[src/rtl/instr_decode_stage_if.sv]
// Bus between fetch, the decode-stage register and the control-word lookup.
// The "master" side drives the fetched instruction and pipeline controls; the "slave" side is the decode stage.
interface instr_decode_stage_if #(
    parameter int PC_WIDTH  = 32,
    parameter int CNT_WIDTH = 8
);
    logic [31:0]          instr_in;
    logic [PC_WIDTH-1:0]  pc_in;
    logic                 in_valid;
    logic                 stall;
    logic                 flush;
    logic [5:0]           dec_instr_code;
    logic [31:0]          instr_out;
    logic [PC_WIDTH-1:0]  pc_out;
    logic                 out_valid;
    logic                 illegal;
    logic [CNT_WIDTH-1:0] illegal_count;

    modport master (
        output instr_in, pc_in, in_valid, stall, flush,
        input  dec_instr_code, instr_out, pc_out, out_valid, illegal, illegal_count
    );

    modport slave (
        input  instr_in, pc_in, in_valid, stall, flush,
        output dec_instr_code, instr_out, pc_out, out_valid, illegal, illegal_count
    );
endinterface

[src/rtl/instr_decode_stage.sv]
// RV32I decode-stage register: classifies the fetched word into a 6-bit code and
// registers it with instruction and PC; supports stall, flush, bubbles and illegal counting.
module instr_decode_stage #(
    parameter int          PC_WIDTH  = 32,
    parameter int          CNT_WIDTH = 8,
    parameter logic [31:0] NOP_INSTR = 32'h00000013
) (
    input  logic                    clk,
    input  logic                    rst,
    instr_decode_stage_if.slave     bus
);
    localparam logic [6:0] OP_REG    = 7'b0110011;
    localparam logic [6:0] OP_IMM    = 7'b0010011;
    localparam logic [6:0] OP_LOAD   = 7'b0000011;
    localparam logic [6:0] OP_STORE  = 7'b0100011;
    localparam logic [6:0] OP_BRANCH = 7'b1100011;
    localparam logic [6:0] OP_JAL    = 7'b1101111;
    localparam logic [6:0] OP_JALR   = 7'b1100111;
    localparam logic [6:0] OP_LUI    = 7'b0110111;
    localparam logic [6:0] OP_AUIPC  = 7'b0010111;
    localparam logic [6:0] OP_SYSTEM = 7'b1110011;

    localparam logic [6:0] F7_BASE = 7'b0000000;
    localparam logic [6:0] F7_ALT  = 7'b0100000;

    localparam logic [5:0] CODE_BUBBLE  = 6'd0;
    localparam logic [5:0] CODE_ILLEGAL = 6'd63;

    // Every opcode in the map ends in 2'b11, so instr[1:0]!=11 falls through to ILLEGAL.
    function automatic logic [5:0] decode_instr(input logic [31:0] ins);
        logic [6:0] op;
        logic [2:0] f3;
        logic [6:0] f7;
        logic [5:0] c;
        op = ins[6:0];
        f3 = ins[14:12];
        f7 = ins[31:25];
        c  = CODE_ILLEGAL;
        case (op)
            OP_REG: begin
                if (f7 == F7_BASE) begin
                    case (f3)
                        3'd0: c = 6'd1;
                        3'd1: c = 6'd3;
                        3'd2: c = 6'd4;
                        3'd3: c = 6'd5;
                        3'd4: c = 6'd6;
                        3'd5: c = 6'd7;
                        3'd6: c = 6'd9;
                        default: c = 6'd10;
                    endcase
                end else if (f7 == F7_ALT) begin
                    if (f3 == 3'd0)      c = 6'd2;
                    else if (f3 == 3'd5) c = 6'd8;
                end
            end
            OP_IMM: begin
                case (f3)
                    3'd0: c = 6'd11;
                    3'd2: c = 6'd12;
                    3'd3: c = 6'd13;
                    3'd4: c = 6'd14;
                    3'd6: c = 6'd15;
                    3'd7: c = 6'd16;
                    3'd1: if (f7 == F7_BASE) c = 6'd17;
                    default: begin
                        if (f7 == F7_BASE)     c = 6'd18;
                        else if (f7 == F7_ALT) c = 6'd19;
                    end
                endcase
            end
            OP_LOAD: begin
                case (f3)
                    3'd0: c = 6'd20;
                    3'd1: c = 6'd21;
                    3'd2: c = 6'd22;
                    3'd4: c = 6'd23;
                    3'd5: c = 6'd24;
                    default: c = CODE_ILLEGAL;
                endcase
            end
            OP_STORE: begin
                case (f3)
                    3'd0: c = 6'd25;
                    3'd1: c = 6'd26;
                    3'd2: c = 6'd27;
                    default: c = CODE_ILLEGAL;
                endcase
            end
            OP_BRANCH: begin
                case (f3)
                    3'd0: c = 6'd28;
                    3'd1: c = 6'd29;
                    3'd4: c = 6'd30;
                    3'd5: c = 6'd31;
                    3'd6: c = 6'd32;
                    3'd7: c = 6'd33;
                    default: c = CODE_ILLEGAL;
                endcase
            end
            OP_JAL:    c = 6'd34;
            OP_JALR:   if (f3 == 3'd0) c = 6'd35;
            OP_LUI:    c = 6'd36;
            OP_AUIPC:  c = 6'd37;
            OP_SYSTEM: begin
                if (f3 == 3'd1)      c = 6'd38;
                else if (f3 == 3'd5) c = 6'd39;
            end
            default:   c = CODE_ILLEGAL;
        endcase
        return c;
    endfunction

    function automatic logic [CNT_WIDTH-1:0] sat_inc(input logic [CNT_WIDTH-1:0] v);
        return (&v) ? v : v + CNT_WIDTH'(1);
    endfunction

    logic [5:0]           code_p0;
    logic                 is_illegal_p0;
    logic [5:0]           code_p1;
    logic [31:0]          instr_p1;
    logic [PC_WIDTH-1:0]  pc_p1;
    logic                 vld_p1;
    logic                 illegal_p1;
    logic [CNT_WIDTH-1:0] cnt_p1;

    assign code_p0       = decode_instr(bus.instr_in);
    assign is_illegal_p0 = (code_p0 == CODE_ILLEGAL);

    // Stage p0 -> p1: decoded word registered for the control-word lookup
    always_ff @(posedge clk) begin
        if (rst) begin
            code_p1    <= CODE_BUBBLE;
            instr_p1   <= NOP_INSTR;
            pc_p1      <= '0;
            vld_p1     <= 1'b0;
            illegal_p1 <= 1'b0;
            cnt_p1     <= '0;
        end else if (bus.flush || (!bus.stall && !bus.in_valid)) begin
            code_p1    <= CODE_BUBBLE;
            instr_p1   <= NOP_INSTR;
            pc_p1      <= bus.pc_in;
            vld_p1     <= 1'b0;
            illegal_p1 <= 1'b0;
        end else if (!bus.stall) begin
            code_p1    <= code_p0;
            instr_p1   <= bus.instr_in;
            pc_p1      <= bus.pc_in;
            vld_p1     <= 1'b1;
            illegal_p1 <= is_illegal_p0;
            if (is_illegal_p0) begin
                cnt_p1 <= sat_inc(cnt_p1);
            end
        end
    end

    assign bus.dec_instr_code = code_p1;
    assign bus.instr_out      = instr_p1;
    assign bus.pc_out         = pc_p1;
    assign bus.out_valid      = vld_p1;
    assign bus.illegal        = illegal_p1;
    assign bus.illegal_count  = cnt_p1;
endmodule
[src/flat_wrapper.sv]
// flat-port wrapper written by rule: the top's interface ports become plain ports
module instr_decode_stage_flat 
#(
    parameter int          PC_WIDTH  = 32,
    parameter int          CNT_WIDTH = 8,
    parameter logic [31:0] NOP_INSTR = 32'h00000013
)
  (clk, rst, bus_instr_in, bus_pc_in, bus_in_valid, bus_stall, bus_flush, bus_dec_instr_code, bus_instr_out, bus_pc_out, bus_out_valid, bus_illegal, bus_illegal_count);
  instr_decode_stage_if #(.PC_WIDTH(PC_WIDTH), .CNT_WIDTH(CNT_WIDTH)) bus_i ();
  input  logic clk;
  input  logic rst;
  input wire logic [$bits(bus_i.instr_in)-1:0] bus_instr_in;
  input wire logic [$bits(bus_i.pc_in)-1:0] bus_pc_in;
  input wire logic [$bits(bus_i.in_valid)-1:0] bus_in_valid;
  input wire logic [$bits(bus_i.stall)-1:0] bus_stall;
  input wire logic [$bits(bus_i.flush)-1:0] bus_flush;
  output wire logic [$bits(bus_i.dec_instr_code)-1:0] bus_dec_instr_code;
  output wire logic [$bits(bus_i.instr_out)-1:0] bus_instr_out;
  output wire logic [$bits(bus_i.pc_out)-1:0] bus_pc_out;
  output wire logic [$bits(bus_i.out_valid)-1:0] bus_out_valid;
  output wire logic [$bits(bus_i.illegal)-1:0] bus_illegal;
  output wire logic [$bits(bus_i.illegal_count)-1:0] bus_illegal_count;
  assign bus_i.instr_in = bus_instr_in;
  assign bus_i.pc_in = bus_pc_in;
  assign bus_i.in_valid = bus_in_valid;
  assign bus_i.stall = bus_stall;
  assign bus_i.flush = bus_flush;
  assign bus_dec_instr_code = bus_i.dec_instr_code;
  assign bus_instr_out = bus_i.instr_out;
  assign bus_pc_out = bus_i.pc_out;
  assign bus_out_valid = bus_i.out_valid;
  assign bus_illegal = bus_i.illegal;
  assign bus_illegal_count = bus_i.illegal_count;
  instr_decode_stage #(.PC_WIDTH(PC_WIDTH), .CNT_WIDTH(CNT_WIDTH), .NOP_INSTR(NOP_INSTR)) u_core (.clk(clk), .rst(rst), .bus(bus_i));
endmodule
[config.mk]
export PLATFORM = sky130hd
export DESIGN_NAME = instr_decode_stage_flat
export DESIGN_NICKNAME = d
export VERILOG_FILES = /design/src/rtl/instr_decode_stage_if.sv /design/src/rtl/instr_decode_stage.sv /design/src/flat_wrapper.sv
export SDC_FILE = /design/constraint.sdc
export NUM_CORES = 1
export LEC_CHECK = 0
export CAP_MARGIN = 25
export CORE_ASPECT_RATIO = 0.6
export CORE_MARGIN = 1
export CORE_UTILIZATION = 40
export CTS_BUF_LIST = sky130_fd_sc_hd__clkbuf_4
export DETAILED_ROUTE_END_ITERATION = 6
export PLACE_DENSITY = 0.74
export RECOVER_POWER = 50
export SYNTH_ARGS = -nofsm -noshare
export SYNTH_HDL_FRONTEND = slang
export SYNTH_SLANG_ARGS = --single-unit
[constraint.sdc]
create_clock -name clk -period 2.6 [get_ports clk]
set_input_delay 0.78 -clock clk [delete_from_list [all_inputs] [get_ports clk]]
set_output_delay 0.78 -clock clk [all_outputs]
set_load 0.005 [all_outputs]
=== Yosys cells after proc, flatten, opt, wreduce, memory -nomap -nowiden ===
Index checks and enable logic that the tools add are counted.

* Output and inout bits: 80
* Bits in registers: 80
* Logic and storage cells: 57
* Bits of input ports: 69

* Add/sub/neg operators: 1
* Equal/unequal tests: 20
* Bitwise operators: 3
* Muxes and demuxes: 18
* Reduce and logical (&&, ||, !) cells: 9

{| class="wikitable"
|+ Operators with widths
! cell !! number
|-
| $mux W32 || 2
|-
| $pmux W6 S10 || 1
|-
| $mux W6 || 8
|-
| $pmux W6 S7 || 1
|-
| $pmux W6 S6 || 1
|-
| $pmux W6 S5 || 1
|-
| $eq A7 B6 Y1 const B || 4
|-
| $eq A7 B7 Y1 const B || 4
|-
| $pmux W4 S7 || 1
|-
| $pmux W6 S3 || 1
|-
| $eq A7 B5 Y1 const B || 2
|-
| $eq A3 B3 Y1 const B || 4
|-
| $mux W5 || 2
|-
| $add A8 B1 Y8 const B || 1
|-
| $reduce_and A8 Y1 || 1
|-
| $eq A7 B2 Y1 const B || 1
|-
| $logic_not A7 Y1 || 1
|-
| $eq A3 B2 Y1 const B || 2
|-
| $eq A6 B6 Y1 const B || 1
|-
| $reduce_and A4 Y1 || 1
|-
| $eq A3 B1 Y1 const B || 1
|-
| $logic_not A3 Y1 || 1
|-
| $not A1 Y1 || 3
|-
| $logic_not A1 Y1 || 2
|-
| other kinds (4) || 4
|}

=== Longest topological paths before layout ===
Gate-level depths: netlist (run 1).

* Depth after elaboration: 8
* Mapped depth: 9

=== Worst setup path after synthesis (run 1) ===
OpenSTA, ideal clock, no wires.

* Kind: input port to flip-flop
* Start: input bus_instr_in[2]
* End: register u_core.cnt_p1[3] (netlist: u_core.bus.illegal_count[3])
* Data required time: 2.479 ns
* Data arrival time: 2.629 ns
* Setup slack: -0.151 ns
* Stages: 8
* Path buffers: 1
* Cells stage by stage: clkbuf_1 and4bb_2 nand2_1 nor2_1 a311oi_4 a211oi_4 and3_1 mux2_4

* Cells in the longest elaborated chain, start to end: 4

{| class="wikitable"
|+ RTL lines
! element !! RTL line !! text
|-
| start: declaration || flat_wrapper.sv:12 || <nowiki>input wire logic [$bits(bus_i.instr_in)-1:0] bus_instr_in;</nowiki>
|-
| $eq A7 B7 Y1, or another cell as far along || instr_decode_stage.sv:39 || <nowiki>case (op)</nowiki>
|-
| $pmux W6 S10 (*) || instr_decode_stage.sv:39 ||
|-
| $eq A6 B6 Y1 (*) || instr_decode_stage.sv:128 || <nowiki>assign is_illegal_p0 = (code_p0 == CODE_ILLEGAL);</nowiki>
|-
| $reduce_and A4 Y1 (no source line) (*) || - ||
|-
| end signal: assignment || instr_decode_stage.sv:152 || <nowiki>cnt_p1 <= sat_inc(cnt_p1);</nowiki>
|-
| end: declaration || instr_decode_stage.sv:125 || <nowiki>logic [CNT_WIDTH-1:0] cnt_p1;</nowiki>
|}

Every way passes the cells marked *; elsewhere a longest branch is shown, timed or not.
A chain may end at the register's enable or synchronous reset.

=== Worst setup path after layout (run 1) ===
* Start: input bus_instr_in[13]
* End: register u_core.cnt_p1[3] (netlist: u_core.bus.illegal_count[3])

* Cells in the longest elaborated chain, start to end: 8

{| class="wikitable"
|+ RTL lines
! element !! RTL line !! text
|-
| $eq A3 B3 Y1 || - ||
|-
| $mux W6 || instr_decode_stage.sv:54 || <nowiki>else if (f3 == 3'd5) c = 6'd8;</nowiki>
|-
| $mux W6 || instr_decode_stage.sv:53 || <nowiki>if (f3 == 3'd0) c = 6'd2;</nowiki>
|-
| $mux W6 || instr_decode_stage.sv:52 || <nowiki>end else if (f7 == F7_ALT) begin</nowiki>
|-
| $mux W6 || instr_decode_stage.sv:41 || <nowiki>if (f7 == F7_BASE) begin</nowiki>
|-
| $pmux W6 S10 (*) || instr_decode_stage.sv:39 ||
|-
| $eq A6 B6 Y1 (*) || instr_decode_stage.sv:128 ||
|-
| $reduce_and A4 Y1 (no source line) (*) || - ||
|}

Marks and branches as above.

==> results of run 1 <==
==> path summary, 6_finish.rpt <==
kind / end / start / cells past startpoint / slack [ps]
setup / recovery: u_core.bus.illegal_count[3] / bus_instr_in[13] / 9 / 30
hold / removal: u_core.bus.pc_out[6] / u_core.bus.pc_out[6] / 2 / 460
setup reg to reg: u_core.bus.illegal_count[3] / u_core.bus.illegal_count[0] / 6 / 630
hold reg to reg: u_core.bus.pc_out[6] / u_core.bus.pc_out[6] / 2 / 460
==> kinds of logic (layout without fill, tap and decap cells) <==
| family | count (synthesis) | after routing |
|---|---|---|
| compound gates | 99 | 99 |
| xor+xnor | 4 | 4 |
| fa+ha+maj | 1 | 1 |
| buf+inv | 41 | 246 |
| flops | 80 | 80 |
| mux | 32 | 32 |
| other cells | 0 | 1 |
| simple gates | 182 | 182 |
==> synthesized netlist by cell type (all sizes together), types with 3 or more instances <==
cell type	count	share of area (%)
dfxtp	80	44
nand2	77	8.0
nor2	54	5.6
a21oi	53	7.3
mux2i	30	8.3
clkbuf	24	2.5
nor3	11	1.8
o21ai	11	1.6
inv	9	0.93
buf	8	1.1
nand3	7	0.97
nor2b	7	1.2
nand2b	6	1.0
a211o	4	0.97
a211oi	4	1.2
a311oi	4	1.5
a31oi	4	0.69
and2	3	0.55
and4	3	0.76
o22ai	3	0.52
xnor2	3	0.73
==> flip-flops by register name, indices dropped and copies added (netlist names) <==
register	flops
u_core.bus.instr_out	32
u_core.bus.illegal_count	8
u_core.bus.illegal	1
u_core.bus.out_valid	1
u_core.bus.dec_instr_code	6
u_core.bus.pc_out	32
==> power by group through the flow <==
stage / Sequential (W) / Clock, W / Combinational [W]
after CTS: 0.00130 / 0.000655 / 0.000517
after global routing: 0.00131 / 0.000693 / 0.000563
final: 0.00130 / 0.000623 / 0.000521
after floorplan: 0.00133 / 0 / 0.000192
after global placement: 0.00133 / 0 / 0.000509
after detailed placement: 0.00133 / 0 / 0.000512
==> through the flow <==
stage	area [um^2]	hold slack, ps	util, %	total power [W]
2_1_floorplan	3626	446.6	-	0.001526
3_3_place_gp	5619	437.4	64.94	0.001838
3_5_place_dp	5619	443.8	64.94	0.001844
4_1_cts	5791	461.2	66.92	0.002477
5_1_grt	5866	480.9	67.78	0.002567
6_report	5866	456.9	67.78	0.002448
==> cells in the final DEF, fill, tap and decap left out, drive strengths merged, types with 6 or more instances in the layout <==
cell,Yosys,routed
inv,9,9
nor2b,7,7
dlygate4sd3,0,15
nor2,54,54
dfxtp,80,80
nand3,7,7
dlygate4sd2,0,6
mux2i,30,30
nor3,11,11
clkbuf,24,17
o21ai,11,11
clkdlybuf4s50,0,119
nand2,77,77
a21oi,53,53
nand2b,6,6
buf,8,70
==> final cells by class <==
type	instances	area (um^2)
Multi-Input combinational cell	318	1952
Sequential cell	80	1602
Timing Repair Buffer	222	2031
Fill cell	728	2788
Inverter	9	33.78
Clock buffer	11	82.58
Antenna cell	1	2.502
Tap cell	112	140.1
Clock inverter	4	22.52
==> critical path: cells and delay by family <==
family                 cells  cell delay (ps)
AO/OA/AOI/OAI              4              950
multiplexers               1              290
buffers and inverters      2              610
AND/OR/NAND/NOR            2              270
==> timing repair <==
item	4_1_cts	5_1_grt
setup buffers	4	2
resized for setup	20	18
pin swaps	9	10
gates cloned	0	1
setup endpoints to repair	13	10
==> per-layer routing <==
layer,GRT usage (%),part of all wire (%)
met1,33.29,49
met2,37.20,43
met3,5.688,6.9
met4,8.401,1.0
met5,0,0
==> out/results.tsv, run 1 <==
stage	metric	value	unit
timing	count of final setup violators	0	
timing	pins over their slew limit	0	
detailed_routing	Iteration-0 DRC Markers	219	
yosys	fraction of registers with async set or reset after synthesis	0	%
layout	ratio of cells with drive above 1 in the final layout	18.48	%
clock_network	clock tree sinks	80	
clock_network	Root Buffer	clkbuf_4	
power_and_ir_drop	PwrDens	417.3	mW/mm^2
yosys	YS warnings	0	
place	dpl cells	734	
global_routing	global route overflow	0	
hold_path	worst hold path class	register to register	
power_and_ir_drop	share of power burned in the clock network	25.5	%
yosys	Post-synth EDFFs	0	
yosys	complex-gate fraction of the synthesized area	17.70	%
worst_setup_path	CP required	2930	ps
power_and_ir_drop	sequential power share	53.3	%
yosys	post-synthesis simple-gate area fraction	23.12	%
timing	final setup TNS	0	ps
detailed_routing	Residual DRC	20	
timing	final setup margin	30.99	ps
yosys	synthesized area	0.003620	mm^2
global_routing	overall routing resource usage	24.02	%
place	Placement Setup Slack	-672.2	ps
global_routing	global-route wire length before repair	17600	um
clock_network	hold-fix buffers at CTS	0	
timing	Final Hold Vio Count	0	
worst_setup_path	data arrival time of the worst path	2900	ps
detailed_routing	Post-Route WL	11580	um
layout	final std cells w/o fill	757	
power_and_ir_drop	combinational fraction of design power	21.3	%
place	RePlAce Congestion	0.8914	
worst_setup_path	crit-path cells	clkdlybuf4s50_1 > buf_4 > a21oi_1 > nor3_1 > a2111o_1 > a311oi_4 > a211oi_4 > and3_4 > mux2_4	
layout	nets	710	
yosys	Synth Area in Adders	0.3457	%
yosys	Top FF cell, synth	dfxtp_1	
run_status	run status	finished, violations left	
detailed_routing	Routed Antenna Nets	0	
worst_setup_path	Worst setup SP type	primary input	
worst_setup_path	critical path class	primary input to register	
place	post-detail-place hpwl	8652	um
layout	Area Overhead vs Synth	62.05	%
timing	minimum clock period after layout	2569	ps
detailed_routing	vias per cell	5.128	
place	port buffer count	148	
clock_network	TritonCTS Buffers	9	
worst_setup_path	CP Max Fanout	6	
floorplanning	I/O pin count	149	
timing	fin crit share	98.81	%
worst_setup_path	CP Capture Type	register	
worst_setup_path	CP peak stage delay	440	ps
clock_network	H-tree Lvls	3	
clock_network	TritonCTS clock tree	done	
floorplanning	row cnt	26	
detailed_routing	via count	3882	
power_and_ir_drop	Lkg Pwr	2.439	nW
global_routing	largest net degree at the start of global routing	33	
yosys	multiplexer share of the synthesized area	9.022	%
power_and_ir_drop	switching pwr	0.0006666	W
yosys	Seq/Total Area, Yosys	44.24	%
worst_setup_path	slowest stage cell on the critical path	clkdlybuf4s50_1	
clock_network	clk_lat worst skew	430	ps
floorplanning	Die Ht	75.69	um
yosys	Yosys reg bits	80	
global_routing	vias in the first global route	3460	
floorplanning	Core ar.	0.008653	mm^2
detailed_routing	first-pass detailed-route iteration total	7	
power_and_ir_drop	Peak VDD IR	0.0002343	V
yosys	Cells after Synth	439	
yosys	largest family of logic cells by synthesized area	simple AND/OR/NAND/NOR gates	
global_routing	initial antenna violation count	1	
yosys	Synth Area in XOR/XNOR	0.9679	%
yosys	post-synthesis net count	509	
floorplanning	Die W	124.8	um
yosys	distinct cell type count after synthesis	61	
power_and_ir_drop	switching share of power	27.23	%
timing	RSZ-0062 raised after global routing	false	
timing	relative slew slack	7.872	%
timing	Layout Skew	3.573	ps
floorplanning	die footprint	0.009446	mm^2
detailed_routing	WL/cell	15.30	um
timing	Worst-Margin Slew	1373	ps
floorplanning	initial core utilization	41.83	%
run_status	failing checks	DRC	
power_and_ir_drop	Int Power	0.001781	W
yosys	Post-Syn Area per Cell	8.245	um^2
timing	Highest Clock Rate	389.3	MHz
flow_run	number of max-cap violations	0	
clock_network	clk slew on worst S/H paths	120	ps
clock_network	CTS Buffer Depth	2	
(Power assumes the default switching activity.)
==> run 2: changes to the inputs <==
CAP_MARGIN = 20   (was 25)
PLACE_DENSITY = 0.89   (was 0.74)
REMOVE_ABC_BUFFERS = 1   (was unset)
==> run 2 against run 1 <==
  * The run still ends with DRC left
  * Sequential share of layout area rose by 0.47 points
  * Worst setup slack got worse by 6.9 ps
  * Cell count fell by 1.2%
  * Core utilization fell by 1.1 points
  * Via count rose by 0.77%
  * Critical path depth fell by 1
  * Count of clock-buffer cells in the layout fell by 2
  * Total power rose by 2.2%
  * Die area did not move
  * Cell area fell by 1.7%
  * First-iteration DRC count rose by 51%
  * Highest routed layer unchanged
==> out/results.tsv, run 2 (synthesis gave the netlist of run 1 again) <==
stage	metric	value	unit	change
run_status	failing checks	DRC		
worst_setup_path	Worst Reg2Reg Path Length in Cells	6		unchanged
global_routing	vias in the first global route	3385		-2.2%
power_and_ir_drop	sequential power share	52.1	%	-1.2 points
floorplanning	Die W	124.8	um	unchanged
clock_network	TritonCTS Buffers	9		unchanged
worst_setup_path	worst setup path end	u_core.bus.illegal_count[3]		
layout	post-layout util	66.64	%	-1.1 points
hold_path	worst hold path class	register to register		
power_and_ir_drop	Int Power	0.001769	W	-0.69%
timing	RSZ-0062 raised after global routing	false		
floorplanning	Die Ht	75.69	um	unchanged
worst_setup_path	FF-to-FF setup slack	790	ps	+160 ps
layout	most common cell after layout, fill and taps aside	clkdlybuf4s50_1		
clock_network	clock tree sinks	80		unchanged
layout	ratio of cells with drive above 1 in the final layout	16.98	%	-1.5 points
place	post-detail-place hpwl	8793	um	+1.6%
worst_setup_path	critical path class	primary input to register		
worst_setup_path	Worst setup SP type	primary input		
global_routing	layer with the highest usage	met2		
run_status	run status	finished, violations left		
detailed_routing	first-pass detailed-route iteration total	6		-1
flow_run	number of max-cap violations	0		unchanged
timing	pins over their slew limit	0		unchanged
detailed_routing	Iteration-0 DRC Markers	330		+51%
worst_setup_path	CP startpoint	bus_instr_in[28]		
layout	Area Overhead vs Synth	59.32	%	
worst_setup_path	CP required	2940	ps	about the same
layout	multi-input combinational cell area	0.001903	mm^2	-2.5%
global_routing	met3 usage	7.584	%	+1.9 points
power_and_ir_drop	Lkg Pwr	2.373	nW	-2.7%
floorplanning	Core ar.	0.008653	mm^2	unchanged
global_routing	global-route wire length before repair	17590	um	about the same
clock_network	clk_lat worst skew	450	ps	+20 ps
timing	relative slew slack	28.90	%	+21 points
floorplanning	I/O pin count	149		unchanged
timing	Worst-Margin Slew	1066	ps	-306.3 ps
worst_setup_path	CP Max Fanout	5		-1
place	port buffer count	148		unchanged
detailed_routing	via count	3912		+0.77%
detailed_routing	Post-Route WL	11770	um	+1.7%
clock_network	CTS Buffer Depth	2		unchanged
power_and_ir_drop	Peak VDD IR	0.0002143	V	-8.5%
power_and_ir_drop	switching pwr	0.0007331	W	+10%
floorplanning	row cnt	26		unchanged
detailed_routing	vias per cell	5.230		+2.0%
worst_setup_path	CP Capture Type	register		
global_routing	overall routing resource usage	24.14	%	+0.12 points
global_routing	global route overflow	0		unchanged
timing	fin crit share	99.07	%	+0.26 points
global_routing	initial antenna violation count	0		-1
floorplanning	die footprint	0.009446	mm^2	unchanged
layout	diodes inserted	0		-1
layout	most frequent cells in the layout	clkdlybuf4s50_1, dfxtp_1, nand2_1		
power_and_ir_drop	total chip power	0.002502	W	+2.2%
layout	final std cells w/o fill	748		-1.2%
clock_network	Root Buffer	clkbuf_4		
power_and_ir_drop	share of power burned in the clock network	27.5	%	+2.0 points
layout	register area	0.001602	mm^2	unchanged
power_and_ir_drop	PwrDens	433.9	mW/mm^2	+4.0%
global_routing	met2 Usage GRT	35.14	%	-2.1 points
global_routing	GRT met1 Usage	34.43	%	+1.1 points
timing	minimum clock period after layout	2576	ps	+6.860 ps
layout	nets	701		-1.3%
place	dpl cells	728		-0.82%
worst_setup_path	reg2reg end	u_core.bus.illegal_count[3]		
worst_setup_path	R2R Path Start	u_core.bus.illegal_count[0]		
clock_network	hold-fix buffers at CTS	0		unchanged
timing	Final Hold Vio Count	0		unchanged
layout	filler cell count	688		-5.5%
floorplanning	initial core utilization	41.83	%	unchanged
power_and_ir_drop	switching share of power	29.30	%	+2.1 points
detailed_routing	WL/cell	15.74	um	+2.9%
place	RePlAce Congestion	0.9630		+8.0%
worst_setup_path	data arrival time of the worst path	2920	ps	+20 ps
global_routing	largest net degree at the start of global routing	33		unchanged
detailed_routing	Routed Antenna Nets	0		unchanged
power_and_ir_drop	combinational fraction of design power	20.4	%	-0.9 points
timing	Highest Clock Rate	388.2	MHz	-0.27%
clock_network	H-tree Lvls	3		unchanged
timing	Layout Skew	25.47	ps	+21.90 ps
timing	count of final setup violators	0		unchanged
clock_network	TritonCTS clock tree	done		
clock_network	clk slew on worst S/H paths	130	ps	about the same
detailed_routing	Residual DRC	29		+45%
-- run 2: cell types whose count changed in the layout (fill, tap and decap cells not counted), sizes merged, moves of 2 or more --
cell | before | now
buf | 70 | 63
clkbuf | 17 | 12
clkdlybuf4s15 | 2 | 0
clkdlybuf4s50 | 119 | 121
inv | 9 | 12
-- run 2: repair_timing --
| action | 4_1_cts | 5_1_grt |
|---|---|---|
| setup endpoints to repair | 8 | 8 |
| endpoints found under the hold margin | 0 | 0 |
| pin swaps | 8 | 6 |
| resized for setup | 9 | 11 |
| setup buffers | 3 | 1 |
-- run 2: metal layers --
layer,vias up,routed length [um],share of wire [%]
met2,172,4943,42
met5,-,0,0
li1,1902,-,-
met3,15,1006,8.5
met1,1823,5710,49
met4,0,111,0.94
-- run 2: critical path, cell delays in order --
cell	delay (ps)
dlygate4sd2_1	240
or4_4	570
nor3_4	310
a21oi_2	130
a311oi_4	310
a211oi_4	100
and3_4	200
mux2_4	280
-- run 2: how the worst min path moves through the flow --
stage	from	to	cells after the start
CTS	u_core.bus.pc_out[18]	u_core.bus.pc_out[18]	2
global route	u_core.bus.pc_out[19]	u_core.bus.pc_out[19]	2
detailed placement	u_core.bus.out_valid	u_core.bus.out_valid	2
global placement	u_core.bus.out_valid	u_core.bus.out_valid	2
finish	u_core.bus.pc_out[18]	u_core.bus.pc_out[18]	2
floorplan	u_core.bus.pc_out[0]	u_core.bus.pc_out[0]	2
-- run 2: power groups by stage --
stage                     clock network (W)  registers (W)  logic [W]
after detailed placement                  0        0.00133   0.000510
after CTS                          0.000711        0.00130   0.000510
final                              0.000688        0.00130   0.000510
after floorplan                           0        0.00133   0.000148
after global placement                    0        0.00133   0.000499
after global routing               0.000771        0.00131   0.000547
-- run 2: final cells by class --
type / count / share of cell area, %
multi-input combinational: 318 / 33.00
clock inverter: 7 / 0.9330
clock buffer: 9 / 1.172
sequential: 80 / 27.77
inverter: 9 / 0.5858
timing repair buffer: 213 / 34.11
tap: 112 / 2.430
-- run 2: metrics by stage --
stage          cell area [um^2]  setup WS, ps  hold slack, ps  TNS [ps]
6_report                   5767         24.13           455.1         0
5_1_grt                    5767         2.664           472.4         0
4_1_cts                    5729         2.547           461.8         0
3_5_place_dp               5588        -619.7           442.9     -7506
3_3_place_gp               5588        -587.0           435.3     -6794
2_1_floorplan              3487        -149.5           442.2    -360.4
==> run 3: changes to the inputs <==
--- a/constraint.sdc
+++ b/constraint.sdc
@@ -3,2 +3,2 @@
 set_output_delay 0.78 -clock clk [all_outputs]
-set_load 0.005 [all_outputs]
+set_load 0.01 [all_outputs]
==> results of run 3 <==
Same layout as run 2 (identical final DEF). Status: finished, violations left: DRC.
Main changes from that run: total power 0.002502 W -> 0.002522 W; worst IR drop on VDD 0.0002143 V -> 0.0002156 V
